### src/rtl/ps2_rx_fifo_if.sv
// PS/2 receive front end bus: raw pin inputs, FWFT read port and error pulses.
// Latency: n/a (signal bundle only).
// Backpressure: none; the reader pops with rd_en, the FIFO drops and flags overflow when full.
//   master: drives raw PS/2 pins and rd_en, observes FIFO head, occupancy and pulses
//   slave : the receiver, consumes pins and rd_en, presents FIFO state and pulses
interface ps2_rx_fifo_if #(
  parameter int FIFO_AW = 4
);
  logic               ps2_clk_in;
  logic               ps2_dat_in;
  logic               rd_en;
  logic [7:0]         rd_data;
  logic               empty;
  logic [FIFO_AW:0]   fifo_count;
  logic               parity_err;
  logic               frame_err;
  logic               overflow;

  modport master (
    output ps2_clk_in, ps2_dat_in, rd_en,
    input  rd_data, empty, fifo_count, parity_err, frame_err, overflow
  );

  modport slave (
    input  ps2_clk_in, ps2_dat_in, rd_en,
    output rd_data, empty, fifo_count, parity_err, frame_err, overflow
  );
endinterface

### src/rtl/ps2_rx_fifo.sv
// PS/2 device-to-host receiver: sync + de-glitch pins, deframe 11-bit frames, queue good bytes in a FWFT FIFO.
// Latency: push/error pulse one cycle after the filtered stop-bit fall; FIFO head visible the cycle after push.
// Backpressure: none upstream; a good byte arriving with the FIFO full (and no pop) is dropped with an overflow pulse.
//   CLK_50MHZ : system clock, rising edge
//   RESET     : asynchronous active-high reset
//   bus       : slave side of ps2_rx_fifo_if (pins, rd_en in; rd_data/empty/fifo_count/pulses out)
module ps2_rx_fifo #(
  parameter int FIFO_AW        = 4,
  parameter int FILTER_LEN     = 8,
  parameter int TIMEOUT_CYCLES = 100000
) (
  input  logic          CLK_50MHZ,
  input  logic          RESET,
  ps2_rx_fifo_if.slave  bus
);
  localparam int DEPTH = 1 << FIFO_AW;
  localparam int FW    = $clog2(FILTER_LEN + 1);
  localparam int TW    = $clog2(TIMEOUT_CYCLES + 1);

  // ---------------- input synchroniser and filter (index 0 = clk, 1 = dat)
  logic [1:0]    w_pin;
  logic [1:0]    r_s1;
  logic [1:0]    r_s2;
  logic [1:0]    r_filt;
  logic          r_clk_d;
  logic [FW-1:0] r_fcnt [2];
  logic          w_fall;
  logic          w_dat;

  assign w_pin = {bus.ps2_dat_in, bus.ps2_clk_in};

  // The filtered value only moves after FILTER_LEN consecutive samples that
  // disagree with it; any agreeing sample restarts the run.
  always_ff @(posedge CLK_50MHZ or posedge RESET) begin
    if (RESET) begin
      r_s1    <= 2'b11;
      r_s2    <= 2'b11;
      r_filt  <= 2'b11;
      r_clk_d <= 1'b1;
      for (int i = 0; i < 2; i++) r_fcnt[i] <= '0;
    end else begin
      r_s1    <= w_pin;
      r_s2    <= r_s1;
      r_clk_d <= r_filt[0];
      for (int i = 0; i < 2; i++) begin
        if (r_s2[i] == r_filt[i]) begin
          r_fcnt[i] <= '0;
        end else if (r_fcnt[i] == FW'(FILTER_LEN - 1)) begin
          r_filt[i] <= r_s2[i];
          r_fcnt[i] <= '0;
        end else begin
          r_fcnt[i] <= r_fcnt[i] + 1'b1;
        end
      end
    end
  end

  assign w_fall = r_clk_d & ~r_filt[0];
  assign w_dat  = r_filt[1];

  // ---------------- frame FSM
  typedef enum logic [1:0] {S_IDLE, S_DATA, S_PARITY, S_STOP} state_t;

  state_t        r_state;
  logic [2:0]    r_bit_cnt;
  logic [7:0]    r_shift;
  logic          r_par;
  logic [TW-1:0] r_to_cnt;
  logic          r_push;
  logic [7:0]    r_push_dat;
  logic          r_parity_err;
  logic          r_frame_err;

  always_ff @(posedge CLK_50MHZ or posedge RESET) begin
    if (RESET) begin
      r_state      <= S_IDLE;
      r_bit_cnt    <= '0;
      r_shift      <= '0;
      r_par        <= 1'b0;
      r_to_cnt     <= '0;
      r_push       <= 1'b0;
      r_push_dat   <= '0;
      r_parity_err <= 1'b0;
      r_frame_err  <= 1'b0;
    end else begin
      r_push       <= 1'b0;
      r_parity_err <= 1'b0;
      r_frame_err  <= 1'b0;
      if (w_fall) begin
        r_to_cnt <= '0;
        case (r_state)
          S_IDLE: begin
            if (!w_dat) begin
              r_state   <= S_DATA;
              r_bit_cnt <= '0;
            end else begin
              r_frame_err <= 1'b1;  // start bit must be 0
            end
          end
          S_DATA: begin
            r_shift   <= {w_dat, r_shift[7:1]};  // LSB arrives first
            r_bit_cnt <= r_bit_cnt + 1'b1;
            if (r_bit_cnt == 3'd7) r_state <= S_PARITY;
          end
          S_PARITY: begin
            r_par   <= w_dat;
            r_state <= S_STOP;
          end
          S_STOP: begin
            // Bad stop outranks bad parity so each frame yields at most one pulse.
            if (!w_dat) begin
              r_frame_err <= 1'b1;
            end else if ((^r_shift ^ r_par) == 1'b0) begin
              r_parity_err <= 1'b1;
            end else begin
              r_push     <= 1'b1;
              r_push_dat <= r_shift;
            end
            r_state <= S_IDLE;
          end
          default: r_state <= S_IDLE;
        endcase
      end else if (r_state == S_IDLE) begin
        r_to_cnt <= '0;
      end else if (r_to_cnt == TW'(TIMEOUT_CYCLES - 1)) begin
        // Device stalled mid-frame: abandon it.
        r_state     <= S_IDLE;
        r_frame_err <= 1'b1;
        r_to_cnt    <= '0;
      end else begin
        r_to_cnt <= r_to_cnt + 1'b1;
      end
    end
  end

  // ---------------- FWFT FIFO
  logic [7:0]         r_mem [DEPTH];
  logic [FIFO_AW-1:0] r_wr_ptr;
  logic [FIFO_AW-1:0] r_rd_ptr;
  logic [FIFO_AW:0]   r_count;
  logic               w_empty;
  logic               w_full;
  logic               w_rd;
  logic               w_wr;

  assign w_empty = (r_count == '0);
  assign w_full  = (r_count == (FIFO_AW + 1)'(DEPTH));
  assign w_rd    = bus.rd_en & ~w_empty;
  // A pop in the same cycle frees the slot, so a push into a full FIFO still lands.
  assign w_wr    = r_push & (~w_full | w_rd);

  always_ff @(posedge CLK_50MHZ) begin
    if (w_wr) r_mem[r_wr_ptr] <= r_push_dat;
  end

  always_ff @(posedge CLK_50MHZ or posedge RESET) begin
    if (RESET) begin
      r_wr_ptr <= '0;
      r_rd_ptr <= '0;
      r_count  <= '0;
    end else begin
      if (w_wr) r_wr_ptr <= r_wr_ptr + 1'b1;
      if (w_rd) r_rd_ptr <= r_rd_ptr + 1'b1;
      case ({w_wr, w_rd})
        2'b10:   r_count <= r_count + 1'b1;
        2'b01:   r_count <= r_count - 1'b1;
        default: r_count <= r_count;
      endcase
    end
  end

  assign bus.rd_data    = w_empty ? 8'h00 : r_mem[r_rd_ptr];
  assign bus.empty      = w_empty;
  assign bus.fifo_count = r_count;
  assign bus.parity_err = r_parity_err;
  assign bus.frame_err  = r_frame_err;
  assign bus.overflow   = r_push & w_full & ~w_rd;
endmodule

### src/flat_wrapper.sv
// flat-port wrapper written by rule: the top's interface ports become plain ports
module ps2_rx_fifo_flat 
#(
  parameter int FIFO_AW        = 4,
  parameter int FILTER_LEN     = 8,
  parameter int TIMEOUT_CYCLES = 100000
)
  (CLK_50MHZ, RESET, bus_ps2_clk_in, bus_ps2_dat_in, bus_rd_en, bus_rd_data, bus_empty, bus_fifo_count, bus_parity_err, bus_frame_err, bus_overflow);
  ps2_rx_fifo_if #(.FIFO_AW(FIFO_AW)) bus_i ();
  input  logic CLK_50MHZ;
  input  logic RESET;
  input wire logic [$bits(bus_i.ps2_clk_in)-1:0] bus_ps2_clk_in;
  input wire logic [$bits(bus_i.ps2_dat_in)-1:0] bus_ps2_dat_in;
  input wire logic [$bits(bus_i.rd_en)-1:0] bus_rd_en;
  output wire logic [$bits(bus_i.rd_data)-1:0] bus_rd_data;
  output wire logic [$bits(bus_i.empty)-1:0] bus_empty;
  output wire logic [$bits(bus_i.fifo_count)-1:0] bus_fifo_count;
  output wire logic [$bits(bus_i.parity_err)-1:0] bus_parity_err;
  output wire logic [$bits(bus_i.frame_err)-1:0] bus_frame_err;
  output wire logic [$bits(bus_i.overflow)-1:0] bus_overflow;
  assign bus_i.ps2_clk_in = bus_ps2_clk_in;
  assign bus_i.ps2_dat_in = bus_ps2_dat_in;
  assign bus_i.rd_en = bus_rd_en;
  assign bus_rd_data = bus_i.rd_data;
  assign bus_empty = bus_i.empty;
  assign bus_fifo_count = bus_i.fifo_count;
  assign bus_parity_err = bus_i.parity_err;
  assign bus_frame_err = bus_i.frame_err;
  assign bus_overflow = bus_i.overflow;
  ps2_rx_fifo #(.FIFO_AW(FIFO_AW), .FILTER_LEN(FILTER_LEN), .TIMEOUT_CYCLES(TIMEOUT_CYCLES)) u_core (.CLK_50MHZ(CLK_50MHZ), .RESET(RESET), .bus(bus_i));
endmodule
### config.mk
export PLATFORM = sky130hd
export DESIGN_NAME = ps2_rx_fifo_flat
export DESIGN_NICKNAME = d
export VERILOG_FILES = /design/src/rtl/ps2_rx_fifo_if.sv /design/src/rtl/ps2_rx_fifo.sv /design/src/flat_wrapper.sv
export SDC_FILE = /design/constraint.sdc
export NUM_CORES = 1
export LEC_CHECK = 0
export BUFFER_PORTS_ARGS = -buffer_cell sky130_fd_sc_hd__buf_4
export CAP_MARGIN = 15
export CELL_PAD_IN_SITES_DETAIL_PLACEMENT = 2
export CELL_PAD_IN_SITES_GLOBAL_PLACEMENT = 2
export CORE_MARGIN = 3
export CORE_UTILIZATION = 35
export CTS_BUF_LIST = sky130_fd_sc_hd__clkbuf_16
export CTS_CLUSTER_DIAMETER = 100
export DETAILED_ROUTE_END_ITERATION = 12
export PLACE_DENSITY_LB_ADDON = 0.1
export SYNTH_ARGS = -nofsm -noshare
export SYNTH_HDL_FRONTEND = slang
export SYNTH_SLANG_ARGS = --single-unit
### constraint.sdc
create_clock -name CLK_50MHZ -period 2.54 [get_ports CLK_50MHZ]
set_input_delay 0.381 -clock CLK_50MHZ [delete_from_list [all_inputs] [get_ports CLK_50MHZ]]
set_output_delay 0.381 -clock CLK_50MHZ [all_outputs]
set_load 0.005 [all_outputs]
==> impl_metrics.sql <==
INSERT INTO impl_metrics (metric_group, metric, value, unit) VALUES
('cells_and_area', 'design.final.nets', '591', ''),
('route', 'drt_pass1_iterations', '4', ''),
('clocking', 'cts_root_buffer', 'sky130_fd_sc_hd__clkbuf_16', ''),
('synthesis', 'number_of_enable_flip_flop_cells_after_synthesis', '128', ''),
('grt', 'globalRouteOverflowTotal', '0', ''),
('critical_path', 'ws_path_type', 'flop to output port', ''),
('sta', 'final_hold_viol_count', '0', ''),
('pwr', 'p_total', '0.00871', 'W'),
('cells_and_area', 'final.fill_count', '2206', ''),
('synthesis', 'synthesis.instances', '521', ''),
('grt', 'antenna_found_initial', '0', ''),
('pwr', 'share_comb_of_total_power', '23.7', '%'),
('sta', 'max_slew.worst_pin.slew', '1050', 'ps'),
('route', 'via_per_inst', '5.11', ''),
('place', 'place.port_buffers', '21', ''),
('cells_and_area', 'drive_above_1_share', '28.8', '%'),
('floorplan', 'die_w', '159', 'um'),
('grt', 'grt_pass1_wl', '31000', 'um'),
('pwr', 'vdd_drop_max', '0.000423', 'V'),
('floorplan', 'initial_utilization', '36.0', '%'),
('route', 'wl', '19300', 'um'),
('synthesis', 'ys_top_cells_by_area', 'sky130_fd_sc_hd__edfxtp_1, sky130_fd_sc_hd__dfrtp_1, sky130_fd_sc_hd__mux4_2, sky130_fd_sc_hd__mux2_2, sky130_fd_sc_hd__ha_1', ''),
('sta', 'timing.final.setup_violations', '1', ''),
('synthesis', 'synthMostInstantiatedCell', 'sky130_fd_sc_hd__edfxtp_1', ''),
('synthesis', 'yosys_warnings', '0', ''),
('outcome', 'result_of_the_run', 'finished, violations left', ''),
('pwr', 'netSwitchingPower', '0.00258', 'W'),
('floorplan', 'rows', '55', ''),
('sta', 'finalClockSkew', '13.4', 'ps'),
('pwr', 'p_clk_share', '32.2', '%'),
('min_path', 'min-delay-path-class', 'input port to flop', ''),
('place', 'place.detailed.hpwl', '13100', 'um'),
('floorplan', 'die_area', '25400', 'um2'),
('clocking', 'clk_pin_slew', '80', 'ps'),
('place', 'pre_cts_slack', '189', 'ps'),
('clocking', 'cts-htree-levels', '4', ''),
('pwr', 'p_seq_share', '44.1', '%'),
('floorplan', 'design.core.area', '22800', 'um2'),
('cells_and_area', 'count_of_inserted_antenna_diode_cells', '0', ''),
('sta', 'postLayoutSetupSlackWorst', '-3.02', 'ps'),
('grt', 'grt_usage', '16.0', '%'),
('route', 'antenna_violating_nets_post_route', '0', ''),
('sta', 'max_slew_margin', '29.3', '%'),
('synthesis', 'synth.cells.most_frequent', 'sky130_fd_sc_hd__edfxtp_1, sky130_fd_sc_hd__dfrtp_1, sky130_fd_sc_hd__nor2_1', ''),
('cells_and_area', 'register_area', '5610', 'um2'),
('synthesis', 'synth-async-reset-ratio', '35.4', '%'),
('sta', 'finalWorstPathRequiredPeriod', '2540', 'ps'),
('synthesis', 'synth.ff_latch_count', '198', ''),
('sta', 'setup_total_negative_slack', '-3.02', 'ps'),
('synthesis', 'synthDominantCellAreaShare', '46.8', '%'),
('critical_path', 'critical_path.endpoint_type', 'output port', ''),
('critical_path', 'crit_arrival', '2160', 'ps'),
('sta', 'fmax', '0.393', 'GHz'),
('critical_path', 'cp.required', '2160', 'ps'),
('route', 'vias', '4585', ''),
('pwr', 'leakage', '3.41', 'nW'),
('synthesis', 'syn_area_per_cell', '15.8', 'um2'),
('place', 'place.gp.congestion', '0.772', ''),
('outcome', 'violations', 'setup timing', ''),
('clocking', 'cts_tree', 'built', ''),
('synthesis', 'yosysSeqAreaShare', '68.2', '%'),
('cells_and_area', 'area_delta_synth_final', '17.8', '%'),
('pwr', 'power_per_cell_area', '900', 'nW/um2'),
('sta', 'setup_repair_after_global_routing_missed_its_margin', 'true', ''),
('pwr', 'internal_power', '0.00613', 'W'),
('synthesis', 'synth_cell_types', '48', ''),
('synthesis', 'yosysTopAreaCell', 'sky130_fd_sc_hd__edfxtp_1', ''),
('synthesis', 'syn_nets', '541', ''),
('critical_path', 'start_kind', 'flop', ''),
('route', 'route.detailed.drc', '0', ''),
('grt', 'first_global_vias', '5206', '');
## metrics by stage
step                      std cells  area [um2]
after floorplan                 521        8220
after CTS                       893        9630
final                           897        9680
after detailed placement        857        8880
after global routing            897        9680
after global placement          856        8880
## registers in the layout, summed over array words and instances, names as in the netlist, 3 cells and up
register / cells
u_core.r_to_cnt: 17
u_core.r_fcnt: 8
u_core.r_push_dat: 8
u_core.r_bit_cnt: 3
u_core.r_mem: 128
u_core.r_wr_ptr: 4
u_core.r_shift: 8
u_core.r_rd_ptr: 4
u_core.bus.fifo_count: 5
## critical path, stage by stage, from the launching register on
cell	delay, ps
sky130_fd_sc_hd__dfrtp_2	510
sky130_fd_sc_hd__buf_12	190
sky130_fd_sc_hd__mux4_2	510
sky130_fd_sc_hd__a22oi_2	290
sky130_fd_sc_hd__a21oi_2	90
sky130_fd_sc_hd__buf_4	130
## power by group through the flow
stage	Clock, W	Sequential, W	Combinational (W)
2_1_floorplan	0	0.00383	0.00120
3_3_place_gp	0	0.00388	0.00185
3_5_place_dp	0	0.00391	0.00191
4_1_cts	0.00290	0.00385	0.00208
5_1_grt	0.00303	0.00387	0.00230
6_report	0.00281	0.00384	0.00207
## routing by layer
layer | GRT usage [%] | vias up | wire length [um] | part of all wire, %
met5 | 0 | - | 0 | 0
met4 | 4.30 | 0 | 206 | 1.1
met3 | 3.17 | 18 | 384 | 2.0
met2 | 26.3 | 49 | 9670 | 50
met1 | 21.7 | 2438 | 9090 | 47
li1 | - | 2080 | - | -
## timing repair
item                                    in CTS  in global routing
hold endpoints to repair                    20                  0
hold buffers                                 1                  0
setup buffers                                2                  5
pin swaps                                    4                  9
resized for setup                           16                 13
endpoints found under the setup margin       8                  9
cloned                                       1                  1
## path summary, 6_finish.rpt
| check | start | slack (ps) | cells after the start | endpoint |
|---|---|---|---|---|
| max reg2reg | u_core.bus.fifo_count[3]$_DFFE_PP0P_ | 240 | 5 | u_core.r_mem[14][7]$_DFFE_PP_ |
| min in group asynchronous | RESET | 540 | 3 | u_core.bus.fifo_count[2]$_DFFE_PP0P_ |
| min | bus_ps2_clk_in | 50 | 1 | u_core.r_s1[0]$_DFF_PP1_ |
| max | u_core.r_rd_ptr[0]$_DFFE_PP0N_ | -3 | 5 | bus_rd_data[4] |
| min reg2reg | u_core.r_s1[0]$_DFF_PP1_ | 360 | 0 | u_core.r_s2[0]$_DFF_PP1_ |
| max in group asynchronous | RESET | 1200 | 4 | u_core.r_filt[1]$_DFFE_PP1P_ |
## area by class of cell
type	count	area share, %
multi-input combinational	285	26.4
inverter	17	0.659
sequential	198	57.9
timing repair buffer	52	4.65
clock inverter	15	1.94
tap	313	4.04
clock buffer	17	4.39
## cell families (layout without fill, tap and decap cells)
| kind of cell | Yosys count | after routing | share of synthesized area (%) |
|---|---|---|---|
| compound gates | 60 | 60 | 4.78 |
| xor+xnor | 32 | 32 | 3.75 |
| fa+ha+maj | 15 | 15 | 2.28 |
| buf+inv | 38 | 101 | 1.92 |
| flops | 198 | 198 | 68.2 |
| mux | 50 | 50 | 11.4 |
| simple gates | 128 | 128 | 7.70 |
## cells in the final DEF (no fill, tap or decap), types with 6 or more instances in the layout
cell                        count
sky130_fd_sc_hd__ha_1          15
sky130_fd_sc_hd__and3_1         6
sky130_fd_sc_hd__edfxtp_1     128
sky130_fd_sc_hd__buf_4         45
sky130_fd_sc_hd__xor2_1        13
sky130_fd_sc_hd__clkbuf_16     17
sky130_fd_sc_hd__nand4_1        9
sky130_fd_sc_hd__nor4_1         8
sky130_fd_sc_hd__nor2_1        34
sky130_fd_sc_hd__a22oi_2       14
sky130_fd_sc_hd__nand3_1       13
sky130_fd_sc_hd__dfstp_2        7
sky130_fd_sc_hd__o21ai_0       12
sky130_fd_sc_hd__nor3_1        12
sky130_fd_sc_hd__inv_1         16
sky130_fd_sc_hd__a21oi_1       11
sky130_fd_sc_hd__nand2_1       22
sky130_fd_sc_hd__xnor2_1       17
sky130_fd_sc_hd__mux2_2        17
sky130_fd_sc_hd__mux4_2        32
sky130_fd_sc_hd__dfrtp_1       60
Power figures use the tool's default switching activity.
